--- src/rtl/baud_pkg.sv ---
// Shared constants for the UART baud-tick generator: rate_sel codes, parameter
// defaults and the rate-table divisor function.
package baud_pkg;

    localparam int unsigned OSR_DEFAULT    = 16;
    localparam int unsigned CNT_W_DEFAULT  = 16;
    localparam int unsigned FRAC_W_DEFAULT = 4;
    localparam int unsigned RATE_CODES     = 8;

    localparam logic [2:0] RATE_SEL_DEF    = 3'd0;
    localparam logic [2:0] RATE_SEL_2400   = 3'd1;
    localparam logic [2:0] RATE_SEL_4800   = 3'd2;
    localparam logic [2:0] RATE_SEL_9600   = 3'd3;
    localparam logic [2:0] RATE_SEL_19200  = 3'd4;
    localparam logic [2:0] RATE_SEL_38400  = 3'd5;
    localparam logic [2:0] RATE_SEL_57600  = 3'd6;
    localparam logic [2:0] RATE_SEL_115200 = 3'd7;

    function automatic int unsigned rate_baud(input logic [2:0] code);
        int unsigned baud;
        case (code)
            RATE_SEL_DEF:    baud = 9600;
            RATE_SEL_2400:   baud = 2400;
            RATE_SEL_4800:   baud = 4800;
            RATE_SEL_9600:   baud = 9600;
            RATE_SEL_19200:  baud = 19200;
            RATE_SEL_38400:  baud = 38400;
            RATE_SEL_57600:  baud = 57600;
            RATE_SEL_115200: baud = 115200;
            default:         baud = 9600;
        endcase
        return baud;
    endfunction

    // Divisor scaled by 2^frac_w and rounded to nearest: the bits above frac_w are
    // the integer divisor, the low frac_w bits the fraction.
    function automatic longint unsigned rate_div_scaled(
        input logic [2:0]        code,
        input longint unsigned   clk_hz,
        input int unsigned       osr,
        input int unsigned       frac_w
    );
        longint unsigned num;
        longint unsigned den;
        num = (clk_hz << frac_w) << 1;
        den = 64'(rate_baud(code)) * 64'(osr);
        return ((num / den) + 64'd1) >> 1;
    endfunction

endpackage

--- src/rtl/baud_frac_div.sv ---
// Integer+fractional clock divider: cycle counter and phase accumulator; os_raw
// marks the edge on which the counter wraps. BAUD_FRAC_EN enables the accumulator.
module baud_frac_div
    import baud_pkg::*;
#(
    parameter int unsigned CNT_W  = CNT_W_DEFAULT,
    parameter int unsigned FRAC_W = FRAC_W_DEFAULT
) (
    input  logic              clk,
    input  logic              rst,
    input  logic              enable,
    input  logic              restart,
    input  logic [CNT_W-1:0]  d_int,
    input  logic [FRAC_W-1:0] d_frac,
    output logic              os_raw
);

    localparam logic [CNT_W:0] EFF_ONE = (CNT_W+1)'(1);

    logic [CNT_W-1:0] cnt_q;
    logic [CNT_W-1:0] cnt_d;
    logic [CNT_W:0]   eff;
    logic             carry;
    logic             clear;

    assign clear = !enable || restart;

`ifdef BAUD_FRAC_EN
    logic [FRAC_W-1:0] acc_q;
    logic [FRAC_W-1:0] acc_d;
    logic [FRAC_W:0]   acc_sum;

    assign acc_sum = {1'b0, acc_q} + {1'b0, d_frac};
    assign carry   = acc_sum[FRAC_W];

    always_comb begin
        acc_d = acc_q;
        if (clear) begin
            acc_d = '0;
        end else if (os_raw) begin
            acc_d = acc_sum[FRAC_W-1:0];
        end
    end

    always_ff @(posedge clk) begin
        if (rst) begin
            acc_q <= '0;
        end else begin
            acc_q <= acc_d;
        end
    end
`else
    logic unused_d_frac;
    assign unused_d_frac = ^d_frac;
    assign carry         = 1'b0;
`endif

    // eff is one bit wider so a full-scale divisor plus carry cannot wrap.
    always_comb begin
        eff    = {1'b0, d_int} + {{CNT_W{1'b0}}, carry};
        os_raw = !clear && ({1'b0, cnt_q} == (eff - EFF_ONE));
        cnt_d  = cnt_q + CNT_W'(1);
        if (clear || os_raw) begin
            cnt_d = '0;
        end
    end

    always_ff @(posedge clk) begin
        if (rst) begin
            cnt_q <= '0;
        end else begin
            cnt_q <= cnt_d;
        end
    end

endmodule

--- src/rtl/baud_frac_gen.sv ---
// UART baud-tick generator: shadowed divisor, oversample counter and registered
// os/mid/bit strobes. Define BAUD_FRAC_EN to enable the fractional divisor.
module baud_frac_gen
    import baud_pkg::*;
#(
    parameter int unsigned CLK_HZ = 50_000_000,
    parameter int unsigned OSR    = OSR_DEFAULT,
    parameter int unsigned CNT_W  = CNT_W_DEFAULT,
    parameter int unsigned FRAC_W = FRAC_W_DEFAULT
) (
    input  logic              clk,
    input  logic              rst,
    input  logic              enable,
    input  logic              sync_restart,
    input  logic [2:0]        rate_sel,
    input  logic              custom_en,
    input  logic [CNT_W-1:0]  div_int,
    input  logic [FRAC_W-1:0] div_frac,
    output logic              os_tick,
    output logic              mid_tick,
    output logic              bit_tick
);

    localparam int unsigned       OS_W      = $clog2(OSR);
    localparam logic [OS_W-1:0]   OS_MID    = OS_W'(OSR / 2);
    localparam logic [CNT_W-1:0]  D_INT_MIN = CNT_W'(2);

    logic [CNT_W-1:0]  tbl_int [RATE_CODES];
    logic [CNT_W-1:0]  src_int;
    logic [CNT_W-1:0]  d_int_q;
    logic [CNT_W-1:0]  d_int_d;
    logic [FRAC_W-1:0] d_frac_act;
    logic [OS_W-1:0]   os_cnt_q;
    logic [OS_W-1:0]   os_cnt_d;
    logic [OS_W-1:0]   os_cnt_inc;
    logic              os_raw;
    logic              bit_edge;
    logic              shadow_load;
    logic              os_tick_q, os_tick_d;
    logic              mid_tick_q, mid_tick_d;
    logic              bit_tick_q, bit_tick_d;

`ifdef BAUD_FRAC_EN
    logic [FRAC_W-1:0] tbl_frac [RATE_CODES];
    logic [FRAC_W-1:0] src_frac;
    logic [FRAC_W-1:0] d_frac_q;
    logic [FRAC_W-1:0] d_frac_d;
`endif

    for (genvar g = 0; g < RATE_CODES; g++) begin : g_rate
        localparam longint unsigned SCALED = rate_div_scaled(3'(g), 64'(CLK_HZ), OSR, FRAC_W);
        assign tbl_int[g] = CNT_W'(SCALED >> FRAC_W);
`ifdef BAUD_FRAC_EN
        assign tbl_frac[g] = FRAC_W'(SCALED);
`endif
    end

    always_comb begin
        src_int = custom_en ? div_int : tbl_int[rate_sel];
        if (src_int < D_INT_MIN) begin
            src_int = D_INT_MIN;
        end
        os_cnt_inc  = os_cnt_q + OS_W'(1);
        bit_edge    = os_raw && (os_cnt_inc == '0);
        // Divisor changes land only while idle, on realign, or at a bit boundary.
        shadow_load = !enable || sync_restart || bit_edge;
        d_int_d     = shadow_load ? src_int : d_int_q;

        os_cnt_d = os_cnt_q;
        if (!enable || sync_restart) begin
            os_cnt_d = '0;
        end else if (os_raw) begin
            os_cnt_d = os_cnt_inc;
        end

        os_tick_d  = os_raw;
        mid_tick_d = os_raw && (os_cnt_inc == OS_MID);
        bit_tick_d = bit_edge;
    end

`ifdef BAUD_FRAC_EN
    always_comb begin
        src_frac = custom_en ? div_frac : tbl_frac[rate_sel];
        d_frac_d = shadow_load ? src_frac : d_frac_q;
    end

    always_ff @(posedge clk) begin
        if (rst) begin
            d_frac_q <= src_frac;
        end else begin
            d_frac_q <= d_frac_d;
        end
    end

    assign d_frac_act = d_frac_q;
`else
    logic unused_div_frac;
    assign unused_div_frac = ^div_frac;
    assign d_frac_act      = '0;
`endif

    baud_frac_div #(
        .CNT_W  (CNT_W),
        .FRAC_W (FRAC_W)
    ) u_div (
        .clk     (clk),
        .rst     (rst),
        .enable  (enable),
        .restart (sync_restart),
        .d_int   (d_int_q),
        .d_frac  (d_frac_act),
        .os_raw  (os_raw)
    );

    always_ff @(posedge clk) begin
        if (rst) begin
            d_int_q    <= src_int;
            os_cnt_q   <= '0;
            os_tick_q  <= 1'b0;
            mid_tick_q <= 1'b0;
            bit_tick_q <= 1'b0;
        end else begin
            d_int_q    <= d_int_d;
            os_cnt_q   <= os_cnt_d;
            os_tick_q  <= os_tick_d;
            mid_tick_q <= mid_tick_d;
            bit_tick_q <= bit_tick_d;
        end
    end

    assign os_tick  = os_tick_q;
    assign mid_tick = mid_tick_q;
    assign bit_tick = bit_tick_q;

endmodule

--- config.mk ---
export PLATFORM = sky130hd
export DESIGN_NAME = baud_frac_gen
export DESIGN_NICKNAME = d
export VERILOG_FILES = /design/src/rtl/baud_pkg.sv /design/src/rtl/baud_frac_div.sv /design/src/rtl/baud_frac_gen.sv
export SDC_FILE = /design/constraint.sdc
export NUM_CORES = 1
export LEC_CHECK = 0
export ABC_CLOCK_PERIOD_IN_PS = 12200
export BUFFER_PORTS_ARGS = -buffer_cell sky130_fd_sc_hd__buf_2
export CELL_PAD_IN_SITES_DETAIL_PLACEMENT = 0
export CELL_PAD_IN_SITES_GLOBAL_PLACEMENT = 1
export CORE_MARGIN = 2
export CORE_UTILIZATION = 33
export CTS_CLUSTER_DIAMETER = 80
export DETAILED_ROUTE_END_ITERATION = 8
export GPL_TIMING_DRIVEN = 1
export PLACE_DENSITY_LB_ADDON = 0.1
export SLEW_MARGIN = 20
export SYNTH_ARGS = -nofsm -noshare
export SYNTH_HDL_FRONTEND = slang
export SYNTH_SLANG_ARGS = --single-unit
--- constraint.sdc ---
create_clock -name clk -period 12.2 [get_ports clk]
set_clock_uncertainty 0.2 [all_clocks]
set_input_delay 0.61 -clock clk [delete_from_list [all_inputs] [get_ports clk]]
set_output_delay 0.61 -clock clk [all_outputs]
set_load 0.005 [all_outputs]
==> results.json, run 1 <==
{
  "status": "finished clean",
  "ant_nets": 0,
  "syn_avg_cell_area_um2": 8.915,
  "drt-vias-per-instance": 4.902,
  "layout_commonest_cell": "nor2_1",
  "io_buffers": 26,
  "relSlewSlack_pct": 58.72,
  "switchingPower_uw": 74.61,
  "rows": 30,
  "arrival_ns": 3.12,
  "yosys-top-cells-area": "edfxtp_1, dfxtp_1, xnor2_1, xor2_1, nor2_1",
  "grt_overflow_total": 0,
  "cts-htree-levels": 2,
  "async_flop_share_pct": 0,
  "ios": 31,
  "crit_family": "simple AND/OR/NAND/NOR gates",
  "drive_gt1_share_pct": 14.78,
  "cts_made_buffers": 5,
  "cellLeakagePower_nw": 1.016,
  "die_h_um": 88.45,
  "cts.path.max_buffers": 2,
  "clock_power_share_pct": 32.3,
  "synth_cells": 264,
  "drt_first_pass_iters": 4,
  "worst_pin_slew_ns": 0.6145,
  "hpwl_um": 3762,
  "layout.nets": 326,
  "pre_cts_slack_ns": 8.851,
  "synthFlopType": "dfxtp_1",
  "cp.required_ns": 11.99,
  "cts_tree": "yes",
  "yosys_warnings": 0,
  "powerDensity_nw_per_um2": 102.3,
  "synth.distinct_cells": 51,
  "critical-path-max-stage-delay_ns": 0.55,
  "drv_slew": 0,
  "dieArea_um2": 7823,
  "cts_resized": 0,
  "synth.top_cell.area_share_pct": 20.41,
  "period_needed_ns": 3.325,
  "start_util_pct": 34.45,
  "p_int_uw": 198.1,
  "grt_max_degree": 29,
  "fin_setup_tns_ns": 0,
  "switching_share_pct": 27.36,
  "area_delta_synth_final_pct": 13.24,
  "hold_viol": 0,
  "finalWeightedCongestion": 0.7803,
  "vias": 1897,
  "synth_seq_cells": 39,
  "antenna_found_initial": 0,
  "dp.cells": 379,
  "peakVddDrop_uv": 39.24,
  "hold_path.class": "reg2reg",
  "root_buffer": "clkbuf_8",
  "cp_max_fo": 16,
  "combinationalPowerShare_pct": 12.9,
  "wire_per_inst_um": 12.74,
  "cp-end-kind": "flip-flop",
  "post-route-period-util_pct": 27.25,
  "path_buf_inv": 3,
  "finalNonFillerCells": 387,
  "path_common_cell": "buf_4",
  "die_x_um": 88.45,
  "diodes": 0,
  "final_cell_mix": "nor2_1, buf_2, dfxtp_1, nand2_1, xnor2_1",
  "cts_hold_buf": 0,
  "clock.fmax_ghz": 0.3008,
  "post-cts-setup-buffers": 0,
  "crit_chain": "inv_1 > ha_1 > or4b_4 > nor4b_1 > xnor2_1 > and3_1 > o2111ai_1 > buf_4 > o21ai_1 > buf_4",
  "cts_num_sinks": 39,
  "drc_errors": 0,
  "clk_pin_slew_ns": 0.08,
  "crit_type": "reg2reg",
  "seq_area_frac_synth_pct": 39.98,
  "drtIter0Drc": 78,
  "synth_top_area_cell": "edfxtp_1",
  "worstSkewPairLatency_ns": 0.30,
  "syn_nets": 300,
  "core_area_um2": 6832,
  "routed_wl_um": 4929,
  "syn_area_um2": 2354,
  "final.setup.worst_slack_ns": 8.875,
  "grtUsageTotal_pct": 13.41,
  "grt_pass1_wl_um": 8107,
  "maxCapViolCount": 0,
  "start_kind": "flip-flop",
  "pwr-share-seq_pct": 54.8,
  "grt_setup_unrepaired": "false",
  "synth_edf_count": 16,
  "grt_pass1_vias": 1638,
  "setup_violations": 0,
  "slowest_stage": "or4b_4"
}
## worst reg2reg max path, cell delays in order (launching register included)
cell	delay (ns)
edfxtp_1	0.46
inv_1	0.09
ha_1	0.26
or4b_4	0.55
nor4b_1	0.39
xnor2_1	0.18
and3_1	0.18
o2111ai_1	0.12
buf_4	0.21
o21ai_1	0.13
buf_4	0.25
## synth_stat cells, drive strengths merged, types with 2 or more instances
| master | n |
|---|---|
| xnor2 | 20 |
| nand3 | 11 |
| nor4b | 3 |
| nand2b | 2 |
| or4 | 2 |
| o31ai | 2 |
| o21ai | 14 |
| nor2 | 31 |
| or3 | 6 |
| and3 | 7 |
| a211oi | 3 |
| buf | 3 |
| nor2b | 2 |
| a31oi | 2 |
| nand4 | 4 |
| nand2 | 23 |
| a21oi | 9 |
| ha | 8 |
| nor4 | 4 |
| dfxtp | 23 |
| edfxtp | 16 |
| nor3 | 9 |
| clkbuf | 6 |
| or4b | 2 |
| and2 | 5 |
| inv | 10 |
| mux2i | 3 |
| xor2 | 17 |
## state kept, by name (all words and copies together) (netlist names)
register and cells:
mid_tick 1, bit_tick 1, os_tick 1, os_cnt_q 4, u_div.cnt_q 16, d_int_q 16
## power by group through the flow
stage	clock [mW]	sequential [mW]	combinational, mW
floorplan	0	0.150	0.0263
global placement	0	0.153	0.0357
detailed placement	0	0.153	0.0355
CTS	0.0914	0.150	0.0356
global route	0.0963	0.151	0.0399
finish	0.0881	0.150	0.0351
## cell families (layout without fill, tap and decap cells)
| family | after synthesis | in the layout | synth area share (%) |
|---|---|---|---|
| AOI/OAI and AO/OA | 39 | 39 | 10.26 |
| xor gates and xnor gates | 37 | 37 | 13.77 |
| adders and majority gates | 8 | 8 | 4.253 |
| buffers and inverters | 19 | 46 | 3.243 |
| DFF | 39 | 39 | 39.98 |
| muxes | 3 | 3 | 1.276 |
| and+or+nand+nor | 119 | 119 | 27.22 |
## per-stage QoR
step	hold slack (ns)	power (mW)	area [µm²]	utilization, %
2_1_floorplan	0.2476	0.1760	2354	-
3_3_place_gp	0.2727	0.1883	2580	37.77
3_5_place_dp	0.2865	0.1881	2580	37.77
4_1_cts	0.3055	0.2766	2665	39.01
5_1_grt	0.3496	0.2868	2665	39.01
6_report	0.2993	0.2727	2665	39.01
## routing by layer
| layer | up-vias | track usage, % | wire, µm |
|---|---|---|---|
| met1 | 872 | 19.19 | 2577 |
| met5 | - | 0 | 0 |
| met2 | 31 | 20.30 | 2142 |
| li1 | 985 | - | - |
| met4 | 0 | 4.545 | 82 |
| met3 | 9 | 2.519 | 127 |
## final timing paths
check                                    start             end  slack, ns  cells past startpoint
worst max-delay path                d_int_q[0]      d_int_q[6]       8.88                     10
worst min-delay path            u_div.cnt_q[0]  u_div.cnt_q[0]       0.30                      1
worst min register to register  u_div.cnt_q[0]  u_div.cnt_q[0]       0.30                      1
worst max register to register      d_int_q[0]      d_int_q[6]       8.88                     10
## layout make-up
type,instances,area (µm²)
Inverter,10,37.54
Clock inverter,2,12.51
Multi-Input combinational cell,206,1336
Clock buffer,6,72.57
Tap cell,96,120.1
Fill cell,732,4167
Timing Repair Buffer,28,145.1
Sequential cell,39,940.9
No activity file was read; power rests on OpenSTA's default activity.
==> inputs of run 2 (changes only) <==
--- a/config.mk
+++ b/config.mk
@@ -5,7 +5,7 @@
 export SDC_FILE = /design/constraint.sdc
 export NUM_CORES = 1
 export LEC_CHECK = 0
-export ABC_CLOCK_PERIOD_IN_PS = 12200
+export ABC_CLOCK_PERIOD_IN_PS = 3400
 export BUFFER_PORTS_ARGS = -buffer_cell sky130_fd_sc_hd__buf_2
 export CELL_PAD_IN_SITES_DETAIL_PLACEMENT = 0
 export CELL_PAD_IN_SITES_GLOBAL_PLACEMENT = 1
==> constraint.sdc (replaced) <==
create_clock -name clk -period 3.4 [get_ports clk]
set_clock_uncertainty 0.2 [all_clocks]
set_input_delay 0.17 -clock clk [delete_from_list [all_inputs] [get_ports clk]]
set_output_delay 0.17 -clock clk [all_outputs]
set_load 0.005 [all_outputs]
==> results.json, run 2 (synthesis gave the netlist of run 1 again) <==
{
  "status": "finished clean",
  "fin_area_um2": 2816,
  "hp-start": "div_int[9]",
  "layout_commonest_cell": "nor2_1",
  "slowest_stage": "or4b_4",
  "post-route-util_pct": 41.23,
  "cts_resized": 0,
  "drtIter0Drc": 63,
  "crit_type": "reg2reg",
  "setup_violations": 0,
  "grt_setup_unrepaired": "false",
  "total_power_uw": 985.0,
  "drc_errors": 0,
  "placed_area_um2": 2641,
  "top_regs": "d_int_q: 16 flops, u_div.cnt_q: 16 flops, os_cnt_q: 4 flops",
  "cp-end-kind": "flip-flop",
  "dieArea_um2": 7823,
  "drt_first_pass_iters": 4,
  "wire_per_inst_um": 12.42,
  "peakVddDrop_uv": 113.5,
  "clock_power_share_pct": 31.1,
  "start_kind": "flip-flop",
  "pwr-share-seq_pct": 53.9,
  "pre_cts_slack_ns": 0.2243,
  "diodes": 0,
  "fin_setup_tns_ns": 0,
  "io_buffers": 26,
  "layout.nets": 341,
  "grtUsageTotal_pct": 13.92,
  "post-route-period-util_pct": 94.33,
  "worst_pin_slew_ns": 0.6234,
  "worstSkewPairLatency_ns": 0.29,
  "switching_share_pct": 26.51,
  "grt_max_degree": 29,
  "cp.required_ns": 3.43,
  "combinationalPowerShare_pct": 15.0,
  "hpwl_um": 3841,
  "drv_slew": 0,
  "cellLeakagePower_nw": 1.091,
  "arrival_ns": 3.24,
  "hold_viol": 0,
  "path_buf_inv": 2,
  "grt_pass1_wl_um": 8411,
  "rows": 30,
  "routed_wl_um": 4992,
  "critical-path-max-stage-delay_ns": 0.51,
  "final.setup.worst_slack_ns": 0.1927,
  "powerDensity_nw_per_um2": 349.7,
  "start_util_pct": 34.45,
  "crit_chain": "inv_1 > ha_1 > or4b_4 > nor4b_1 > xnor2_1 > and3_1 > o2111ai_1 > buf_4 > or3_1 > a21oi_1",
  "clk_pin_slew_ns": 0.08,
  "root_buffer": "clkbuf_8",
  "r2r-start": "d_int_q[0]",
  "drt-vias-per-instance": 4.766,
  "clock.fmax_ghz": 0.3118,
  "r2r_slack_ns": 0.19,
  "cp_max_fo": 8,
  "cts_num_sinks": 39,
  "final_cell_mix": "nor2_1, buf_2, dfxtp_1, nand2_1, xnor2_1",
  "holdPathStages": 3,
  "area_delta_synth_final_pct": 19.67,
  "ant_nets": 0,
  "grt_overflow_total": 0,
  "hold_slack_ns": 0.001903,
  "relSlewSlack_pct": 58.12,
  "drive_gt1_share_pct": 16.34,
  "grt_pass1_vias": 1805,
  "hold_path.class": "in2reg",
  "cts_tree": "yes",
  "r2r_end": "os_cnt_q[3]",
  "cts-htree-levels": 2,
  "rr_worst_depth": 10,
  "cts.path.max_buffers": 2,
  "cts_made_buffers": 5,
  "switchingPower_uw": 261.1,
  "vias": 1916,
  "finalNonFillerCells": 402,
  "core_area_um2": 6832,
  "die_h_um": 88.45,
  "ios": 31,
  "maxCapViolCount": 0,
  "dp.cells": 385,
  "p_int_uw": 724.0,
  "period_needed_ns": 3.207,
  "hold_end": "d_int_q[9]",
  "finalWeightedCongestion": 0.8280,
  "antenna_found_initial": 0,
  "die_x_um": 88.45,
  "crit_family": "simple AND/OR/NAND/NOR gates"
}
run 2: cell types whose count changed in the layout (fill, tap and decap cells not counted):
cell / before / now
dlygate4sd3_1: 0 / 9
buf_12: 0 / 1
buf_4: 2 / 7
o21ai_2: 0 / 1
o21ai_1: 1 / 0
run 2: worst register-to-register path, stage by stage, from the launching register on:
cell	delay (ns)
edfxtp_1	0.46
inv_1	0.09
ha_1	0.17
or4b_4	0.51
nor4b_1	0.41
xnor2_1	0.17
and3_1	0.17
o2111ai_1	0.24
buf_4	0.26
or3_1	0.34
a21oi_1	0.13
run 2: worst max path at each step:
stage | startpoint | to | slack (ns) | depth (start not counted)
after floorplan | d_int_q[0] | d_int_q[0] | 0.17 | 9
after global placement | d_int_q[0] | os_cnt_q[3] | 0.28 | 10
after detailed placement | d_int_q[0] | os_cnt_q[3] | 0.22 | 10
after CTS | d_int_q[0] | os_cnt_q[3] | 0.15 | 10
after global routing | d_int_q[0] | os_cnt_q[3] | 0.03 | 10
final | d_int_q[0] | os_cnt_q[3] | 0.19 | 10
run 2: layout make-up:
| type | count | area, µm² |
|---|---|---|
| clock buffer | 6 | 72.57 |
| clock inverter | 2 | 12.51 |
| fill | 738 | 4015 |
| inverter | 10 | 37.54 |
| multi-input combinational | 206 | 1340 |
| sequential | 39 | 940.9 |
| tap | 96 | 120.1 |
| timing repair buffer | 43 | 292.8 |
run 2: metal layers:
metal	part of all wire, %	GRT usage, %	vias to the layer above
li1	-	-	1018
met1	51	19.34	865
met2	45	21.74	28
met3	3.0	2.799	5
met4	1.3	4.545	0
met5	0	0	-
run 2: power by group through the flow:
stage / Clock, mW / Combinational (mW) / Sequential, mW
floorplan: 0 / 0.0947 / 0.537
global placement: 0 / 0.143 / 0.542
detailed placement: 0 / 0.142 / 0.542
CTS: 0.320 / 0.150 / 0.531
global route: 0.335 / 0.167 / 0.533
finish: 0.306 / 0.148 / 0.531
run 2: repair_timing:
item                                   4_1_cts  5_1_grt
endpoints found under the hold margin        9        0
setup buffers                                0        0
hold buffers                                 9        0
